`src/rtl/pwm_pkg.sv`:
```
// Shared types and defaults for the phase-shifted PWM carrier logic.
package pwm_pkg;

    localparam int unsigned DefaultCounterWidth = 10;

    typedef enum logic {
        DIR_UP   = 1'b0,
        DIR_DOWN = 1'b1
    } carrier_dir_e;

endpackage

```
`src/rtl/psc_pwm_generator_triangle_carrier.sv`:
```
// Up/down triangle counter 0..peak..0 with a single-cycle peak and valley.
module triangle_carrier
    import pwm_pkg::*;
#(
    parameter int unsigned CounterWidth = DefaultCounterWidth
) (
    input  logic                    clk_i,
    input  logic                    rst_i,
    input  logic                    run_i,
    input  logic [CounterWidth-1:0] peak_i,
    output logic [CounterWidth-1:0] count_o,
    output carrier_dir_e            dir_o,
    output logic                    valley_o
);

    logic [CounterWidth-1:0] count_q, count_d;
    carrier_dir_e            dir_q, dir_d;

    // NOTE: next-state defaults are assigned first so no branch can infer a latch.
    always_comb begin
        count_d = count_q;
        dir_d   = dir_q;
        if (!run_i || peak_i == '0) begin
            count_d = '0;
            dir_d   = DIR_UP;
        end else begin
            count_d = (dir_q == DIR_UP) ? count_q + CounterWidth'(1)
                                        : count_q - CounterWidth'(1);
            // Turn around in the cycle the extreme is reached, so it is held only once.
            if (count_d == peak_i) begin
                dir_d = DIR_DOWN;
            end else if (count_d == '0) begin
                dir_d = DIR_UP;
            end
        end
    end

    // NOTE: non-blocking assignments so every flop samples pre-edge values.
    always_ff @(posedge clk_i) begin
        if (rst_i) begin
            count_q <= '0;
            dir_q   <= DIR_UP;
        end else begin
            count_q <= count_d;
            dir_q   <= dir_d;
        end
    end

    assign count_o  = count_q;
    assign dir_o    = dir_q;
    assign valley_o = (count_q == '0);

endmodule

```
`src/rtl/psc_pwm_generator.sv`:
```
// Two-cell phase-shifted PWM for a 3-level flying-capacitor leg; carrier B = P - A.
// Define PSC_PWM_TRIP_EN to add the trip_i input and the tripped_o latch.
module psc_pwm_generator
    import pwm_pkg::*;
#(
    parameter int unsigned CounterWidth = DefaultCounterWidth
) (
    input  logic                    clk_i,
    input  logic                    rst_i,
    input  logic                    enable_i,
    input  logic [CounterWidth-1:0] period_i,
    input  logic [CounterWidth-1:0] duty_a_i,
    input  logic [CounterWidth-1:0] duty_b_i,
`ifdef PSC_PWM_TRIP_EN
    input  logic                    trip_i,
    output logic                    tripped_o,
`endif
    output logic                    s1_o,
    output logic                    s1n_o,
    output logic                    s2_o,
    output logic                    s2n_o,
    output logic                    sync_o
);

    logic [CounterWidth-1:0] period_q, period_d;
    logic [CounterWidth-1:0] duty_a_q, duty_a_d;
    logic [CounterWidth-1:0] duty_b_q, duty_b_d;
    logic [CounterWidth-1:0] carrier_a, carrier_b;
    carrier_dir_e            carrier_dir;
    logic                    carrier_valley;
    logic                    shadow_load, running, gate_off, raw_a, raw_b;
    logic                    s1_q, s1_d, s1n_q, s1n_d;
    logic                    s2_q, s2_d, s2n_q, s2n_d;
    logic                    sync_q, sync_d;
`ifdef PSC_PWM_TRIP_EN
    logic                    tripped_q, tripped_d;
`endif

    function automatic logic compare_raw(input logic [CounterWidth-1:0] duty,
                                         input logic [CounterWidth-1:0] period,
                                         input logic [CounterWidth-1:0] carrier);
        if (duty == '0)     return 1'b0;
        if (duty >= period) return 1'b1;
        return duty > carrier;
    endfunction

    // The carrier steps out of the valley with the value being loaded, so a new
    // period shapes its own first ramp.
    triangle_carrier #(
        .CounterWidth(CounterWidth)
    ) u_carrier (
        .clk_i   (clk_i),
        .rst_i   (rst_i),
        .run_i   (running),
        .peak_i  (period_d),
        .count_o (carrier_a),
        .dir_o   (carrier_dir),
        .valley_o(carrier_valley)
    );

    always_comb begin
        shadow_load = carrier_valley || !enable_i;
        period_d    = shadow_load ? period_i : period_q;
        duty_a_d    = shadow_load ? duty_a_i : duty_a_q;
        duty_b_d    = shadow_load ? duty_b_i : duty_b_q;

        running   = enable_i && (period_q != '0);
        carrier_b = period_q - carrier_a;
        raw_a     = compare_raw(duty_a_q, period_q, carrier_a);
        raw_b     = compare_raw(duty_b_q, period_q, carrier_b);

`ifdef PSC_PWM_TRIP_EN
        // Trip wins over the clear condition; clearing needs enable low and trip gone.
        tripped_d = trip_i ? 1'b1 : (enable_i ? tripped_q : 1'b0);
        gate_off  = !running || trip_i || tripped_q;
`else
        gate_off  = !running;
`endif

        // Both legs come from one raw bit, so a pair is complementary or both off.
        s1_d   = !gate_off && raw_a;
        s1n_d  = !gate_off && !raw_a;
        s2_d   = !gate_off && raw_b;
        s2n_d  = !gate_off && !raw_b;
        sync_d = running && carrier_valley;
    end

    always_ff @(posedge clk_i) begin
        if (rst_i) begin
            period_q <= '0;
            duty_a_q <= '0;
            duty_b_q <= '0;
            s1_q     <= 1'b0;
            s1n_q    <= 1'b0;
            s2_q     <= 1'b0;
            s2n_q    <= 1'b0;
            sync_q   <= 1'b0;
        end else begin
            period_q <= period_d;
            duty_a_q <= duty_a_d;
            duty_b_q <= duty_b_d;
            s1_q     <= s1_d;
            s1n_q    <= s1n_d;
            s2_q     <= s2_d;
            s2n_q    <= s2n_d;
            sync_q   <= sync_d;
        end
    end

`ifdef PSC_PWM_TRIP_EN
    always_ff @(posedge clk_i) begin
        if (rst_i) begin
            tripped_q <= 1'b0;
        end else begin
            tripped_q <= tripped_d;
        end
    end

    assign tripped_o = tripped_q;
`endif

    assign s1_o   = s1_q;
    assign s1n_o  = s1n_q;
    assign s2_o   = s2_q;
    assign s2n_o  = s2n_q;
    assign sync_o = sync_q;

    carrier_dir_valid: assert property (@(posedge clk_i) disable iff (rst_i)
        (carrier_dir == DIR_DOWN) |-> (carrier_a != '0));

    gates_exclusive: assert property (@(posedge clk_i)
        !(s1_q && s1n_q) && !(s2_q && s2n_q));

endmodule

```
`config.mk`:
```
export PLATFORM = sky130hd
export DESIGN_NAME = psc_pwm_generator
export DESIGN_NICKNAME = d
export VERILOG_FILES = /design/src/rtl/pwm_pkg.sv /design/src/rtl/psc_pwm_generator_triangle_carrier.sv /design/src/rtl/psc_pwm_generator.sv
export SDC_FILE = /design/constraint.sdc
export NUM_CORES = 1
export LEC_CHECK = 0
export CORE_MARGIN = 1
export CORE_UTILIZATION = 55
export DETAILED_ROUTE_END_ITERATION = 12
export MAX_ROUTING_LAYER = met4
export PLACE_DENSITY_LB_ADDON = 0.12
export SLEW_MARGIN = 20
export SYNTH_ARGS = -nofsm -noshare
export SYNTH_HDL_FRONTEND = slang
export SYNTH_HIERARCHICAL = 1
export SYNTH_SLANG_ARGS = --single-unit
```
`constraint.sdc`:
```
create_clock -name clk_i -period 5.3 [get_ports clk_i]
set_clock_uncertainty 0.2 [all_clocks]
set_input_delay 0.795 -clock clk_i [delete_from_list [all_inputs] [get_ports clk_i]]
set_output_delay 0.795 -clock clk_i [all_outputs]
set_load 0.05 [all_outputs]
```
Word-level counts from Yosys, hierarchy flattened
Index checks and enable logic that the tools add are counted. W data, S select, Z words.

Input bits: 33. Register bits: 46. Output and inout bits: 5. Logic and storage cells: 56.

Equal/unequal tests: 1. Add/subtract/negate cells: 3. $lt $le $gt $ge: 4. Mux-type cells: 18. Reduce and logical (&&, ||, !) cells: 20.

Operators with widths (count): $logic_not A10 Y1 (5); $ge A10 B10 Y1 (2); $gt A10 B10 Y1 (2); $mux W10 (2); $mux W1 (16); $add A10 B1 Y10 const B (1); $eq A10 B10 Y1 (1); $reduce_bool A10 Y1 (1); $sub A10 B1 Y10 const B (1); $sub A10 B10 Y10 (1); $logic_and A1 B1 Y1 (6); $logic_not A1 Y1 (4); $logic_or A1 B1 Y1 (2); $reduce_bool A2 Y1 (1); $reduce_or A2 Y1 (1).

Depth between registers and ports, before layout
Depth after elaboration: 7. Gate-level depth with buffers: 15. Depth with buffers taken out: 15.

By module
Netlist, hierarchy kept.

By module, submodules not included: psc_pwm_generator (area each 2572.5 um^2, cells each 321, instances 1, sequential area each 700.7 um^2); triangle_carrier (area each 1138.6 um^2, cells each 137, instances 1, sequential area each 220.2 um^2).

Worst setup path before layout
Ideal clock, no wire load.

Path type: reg2reg. Start point: register u_carrier.count_q[0] (netlist: u_carrier/count_o[0]). End point: register s2n_q (netlist: s2n_o). Path buffers: 0. Slack: 1.983 ns. Required time: 4.985 ns. Arrival time: 3.002 ns. Library setup time: 0.115 ns. Cell stages (with the launch flop): 15. Period minus slack after synthesis: 3.317 ns. Cell sequence: dfxtp_1 -> ha_1 -> inv_1 -> fa_1 -> a21o_1 -> a21oi_1 -> o21ai_0 -> o211a_1 -> xnor2_1 -> ha_1 -> nand4_1 -> a211oi_1 -> a2111oi_0 -> o221a_2 -> o21ba_2.

Longest elaborated chain between the ends: 6.

Ends and longest elaborated chain: start, declared (line psc_pwm_generator_triangle_carrier.sv:16) `logic [CounterWidth-1:0] count_q, count_d;`; start signal, assigned (line psc_pwm_generator_triangle_carrier.sv:44) `count_q <= count_d;`; $sub A10 B10 Y10 (line psc_pwm_generator.sv:68) `carrier_b = period_q - carrier_a;`; $gt A10 B10 Y1 (line psc_pwm_generator.sv:44) `return duty > carrier;`; $mux W1 (line psc_pwm_generator.sv:44); $mux W1 (line psc_pwm_generator.sv:43) `if (duty >= period) return 1'b1;`; $logic_not A1 Y1 (line psc_pwm_generator.sv:84) `s2n_d = !gate_off && !raw_b;`; $logic_and A1 B1 Y1 (line psc_pwm_generator.sv:84); end signal, assigned (line psc_pwm_generator.sv:105) `s2n_q <= s2n_d;`; end, declared (line psc_pwm_generator.sv:33) `logic s2_q, s2_d, s2n_q, s2n_d;`.

Every way passes these cells. A chain may end at the register's enable or synchronous reset.

Worst setup path after layout
Start point: register u_carrier.count_q[0] (netlist: u_carrier/count_o[0]). End point: register u_carrier.dir_q (netlist: u_carrier/dir_o).

Longest elaborated chain between the ends: 6. Elaborated cells on any way between the ends: 13. Classes of those cells: 2 x add/sub; 1 x eq/ne; 3 x mux; 7 x reduce/logical.

Ends and longest elaborated chain: $logic_not A10 Y1 * (line psc_pwm_generator_triangle_carrier.sv:51) `assign valley_o = (count_q == '0);`; net carrier_valley (line psc_pwm_generator.sv:30) `logic carrier_valley;`; $logic_or A1 B1 Y1 * (line psc_pwm_generator.sv:62) `shadow_load = carrier_valley || !enable_i;`; $mux W10 * (line psc_pwm_generator.sv:63) `period_d = shadow_load ? period_i : period_q;`; net period_d[8] (line psc_pwm_generator.sv:25) `logic [CounterWidth-1:0] period_q, period_d;`; $logic_not A10 Y1 (line psc_pwm_generator_triangle_carrier.sv:23) `if (!run_i || peak_i == '0) begin`; $logic_or A1 B1 Y1 (line psc_pwm_generator_triangle_carrier.sv:23); $reduce_or A2 Y1 (no source line); end signal, assigned (line psc_pwm_generator_triangle_carrier.sv:45) `dir_q <= dir_d;`; end, declared (line psc_pwm_generator_triangle_carrier.sv:17) `carrier_dir_e dir_q, dir_d;`.

The timed path passes the listed nets; every way through them passes the cells marked *.

==> flow_metrics.tcl <==
set metrics [dict create \
    syn_avg_cell_area_um2 8.103 \
    place.port_buffers 37 \
    n_fill_cell 549 \
    place_congestion 0.9126 \
    grt.total_usage 0.2966 \
    stdcell_area_um2 4213 \
    antenna_left 0 \
    place_area_um2 4126 \
    yosysSeqAreaShare 0.2481 \
    postSynth.asyncResetShare 0 \
    synth_cell_types 58 \
    maxCapViolations 0 \
    synth_cells 458 \
    ys.flop_type "dfxtp_1" \
    start_kind "flip-flop" \
    ctsResizeCount 0 \
    io_pins 38 \
    dr.pass1.iters 10 \
    syn_area_um2 3711 \
    hpwl_um 7746 \
    drt_iter0_markers 228 \
    cts_setup_buffers 0 \
    finalHoldViolations 0 \
    setup_viol 0 \
    critical_path_class "reg2reg" \
    min_path_type "reg2reg" \
    diodes 0 \
    start_util 0.5778 \
    chipHeight_um 84.14 \
    clock_sinks 46 \
    num_vias 3423 \
    path_clk_slew_ns 0.09 \
    layout_min_cycle_time_ns 3.958 \
    status "finished, violations left" \
    fin_crit_sh 0.7468 \
    fin_tns_setup_ns 0 \
    final_util 0.6560 \
    worst_setup_path_end_kind "flip-flop" \
    multi_input_area_um2 2581 \
    layout-drive-gt1-share 0.04898 \
    die-area_um2 7080 \
    regArea_um2 920.9 \
    power.density_nw_per_um2 212.1 \
    synth_seq_cells 46 \
    synth_edf_count 0 \
    fmax_mhz 252.6 \
    worst_pin_slew_ns 0.8601 \
    h-tree-depth 2 \
    grt_pass1_wl_um 16110 \
    leakagePower_nw 1.897 \
    critPathMaxFanout 24 \
    avgRoutedWirePerCell_um 17.15 \
    area_delta_synth_final_pct 13.52 \
    max_slew_margin 0.4206 \
    clockBufferDepth 2 \
    maxSlewViolCount 0 \
    critPathArrivalTime_ns 3.95 \
    die_w_um 84.14 \
    drc 2 \
    clkLatencyLatePin_ns 0.30 \
    wl_um 9722 \
    syn_nets 551 \
    synth_warnings 6 \
    root_buffer "clkbuf_8" \
    grt_setup_unrepaired "no" \
    grt_pass1_vias 3282 \
    coreArea_um2 6422 \
    rows 29 \
    numCtsBuffers 5 \
    nets 582 \
    peakVddDrop_mv 0.1009 \
    cts_hold_buf 0 \
    antenna_found_initial 0 \
    violations "DRC" \
    vias_per_cell 6.037 \
    grt_remaining_overflow 0 \
    grt_start_max_net_pins 33 \
    cts_tree "built" \
    worst_ep_required_time_ns 5.30 \
]
-- per-layer routing --
| metal | wire length, um | up-vias | GRT usage |
|---|---|---|---|
| met2 | 4516 | 75 | 0.4762 |
| li1 | - | 1717 | - |
| met1 | 4582 | 1614 | 0.3977 |
| met4 | 198 | 0 | 0.08621 |
| met5 | 0 | - | - |
| met3 | 425 | 17 | 0.02852 |
-- per-stage QoR --
stage	std cells	power [W]	setup WS [ns]	hold slack, ns
6_report	567	0.0008937	1.342	0.2975
5_1_grt	567	0.0009534	1.024	0.3141
4_1_cts	567	0.0008957	1.363	0.2921
2_1_floorplan	458	0.0005951	1.983	0.2398
3_5_place_dp	559	0.0006839	1.271	0.2782
3_3_place_gp	559	0.0006753	1.419	0.2632
-- report_power, final --
| part | switching, W | leakage, nW | internal (W) |
|---|---|---|---|
| clock | 0.000120 | 0.0452 | 0.0000933 |
| sequential | 0.0000235 | 0.379 | 0.000367 |
| combinational | 0.000156 | 1.47 | 0.000133 |
-- Yosys cell counts (2+ instances only) --
| cell | n | area share |
|---|---|---|
| a21oi_2 | 2 | 0.0047 |
| a21oi_1 | 33 | 0.045 |
| a2111oi_0 | 4 | 0.0094 |
| nor3b_1 | 2 | 0.0040 |
| o21bai_1 | 2 | 0.0040 |
| xnor2_1 | 8 | 0.019 |
| o211a_1 | 4 | 0.011 |
| nand2_1 | 62 | 0.063 |
| o21ai_2 | 2 | 0.0047 |
| nand3_1 | 6 | 0.0081 |
| o21ai_0 | 24 | 0.032 |
| nand3b_1 | 3 | 0.0061 |
| xor2_1 | 11 | 0.026 |
| dfxtp_1 | 46 | 0.25 |
| nor2b_1 | 12 | 0.020 |
| nand4_1 | 10 | 0.017 |
| a211o_1 | 3 | 0.0071 |
| a221oi_1 | 3 | 0.0071 |
| o21ba_2 | 2 | 0.0054 |
| nor2_1 | 19 | 0.019 |
| ha_1 | 58 | 0.20 |
| fa_1 | 2 | 0.011 |
| a21o_1 | 11 | 0.022 |
| nor3_1 | 10 | 0.013 |
| o211ai_1 | 4 | 0.0081 |
| and3_1 | 4 | 0.0067 |
| clkbuf_1 | 8 | 0.0081 |
| inv_1 | 36 | 0.036 |
| o2111ai_1 | 2 | 0.0047 |
| nor4_1 | 11 | 0.019 |
| o221a_2 | 2 | 0.0061 |
| and3b_1 | 2 | 0.0047 |
| o31ai_1 | 2 | 0.0040 |
| or4_1 | 7 | 0.014 |
| a211oi_1 | 5 | 0.010 |
| a31oi_1 | 2 | 0.0034 |
| buf_2 | 5 | 0.0067 |
| nand2b_1 | 6 | 0.010 |
| buf_1 | 2 | 0.0020 |
| mux2i_1 | 3 | 0.0081 |
-- cells in the final DEF (no fill, tap or decap), types with 4 or more instances in the layout --
cell type	Yosys	routed
nor4_1	11	11
o211a_1	4	4
nand2b_1	6	6
nor2_1	19	19
nor2b_1	12	12
a21oi_1	33	33
ha_1	58	58
o211ai_1	4	4
clkdlybuf4s50_1	0	37
clkbuf_8	0	5
o21ai_0	24	24
a21o_1	11	11
nand2_1	62	62
nand3_1	6	6
or4_1	7	7
a2111oi_0	4	4
inv_1	36	36
dfxtp_1	46	46
xor2_1	11	11
xnor2_1	8	8
and3_1	4	4
a211oi_1	5	5
nor3_1	10	10
nand4_1	10	10
-- cell type report --
class,count,area share
multi-input cells,360,0.6127
repair buffers,40,0.09326
inverters,36,0.03208
well taps,77,0.02287
clock inverters,2,0.003267
clock buffers,6,0.01723
flip-flops and latches,46,0.2186
-- cells by family (layout without fill, tap and decap cells) --
kind of cell / Yosys count / after routing / synth area share
AO/OA/AOI/OAI: 118 / 118 / 0.2188
XOR/XNOR: 19 / 19 / 0.04484
adder cells (fa/ha/maj): 60 / 60 / 0.2063
buffers and inverters: 52 / 84 / 0.05630
flip-flops: 46 / 46 / 0.2481
multiplexers: 3 / 3 / 0.008092
AND/OR/NAND/NOR: 160 / 160 / 0.2175
-- critical path, stage by stage, from the launching register on --
cell	delay (ns)
dfxtp_1	0.45
or4_1	0.58
nor4_1	0.28
inv_1	0.10
nand2_1	0.37
buf_4	0.36
nand2_1	0.10
o21ai_0	0.16
nor2_1	0.11
nand3_1	0.08
nand3b_1	0.33
nor4_1	0.38
nand4_1	0.12
o41ai_1	0.24
-- sequential cells by signal, indices dropped and copies added, names as in the netlist, 10 cells and up --
signal / count
duty_a_q: 10
u_carrier/count_o: 10
duty_b_q: 10
period_q: 10
-- final timing paths --
kind / startpoint / endpoint / slack (ns) / cells after the start
setup / recovery: u_carrier/count_o[0]$_SDFF_PP0_ / u_carrier/dir_o$_SDFFE_PP0P_ / 1.34 / 13
hold / removal: duty_a_q[0]$_SDFFE_PP0N_ / duty_a_q[0]$_SDFFE_PP0N_ / 0.30 / 2
setup reg to reg: u_carrier/count_o[0]$_SDFF_PP0_ / u_carrier/dir_o$_SDFFE_PP0P_ / 1.34 / 13
hold reg to reg: duty_a_q[0]$_SDFFE_PP0N_ / duty_a_q[0]$_SDFFE_PP0N_ / 0.30 / 2
Note: power is estimated with default switching activity, not from simulation.
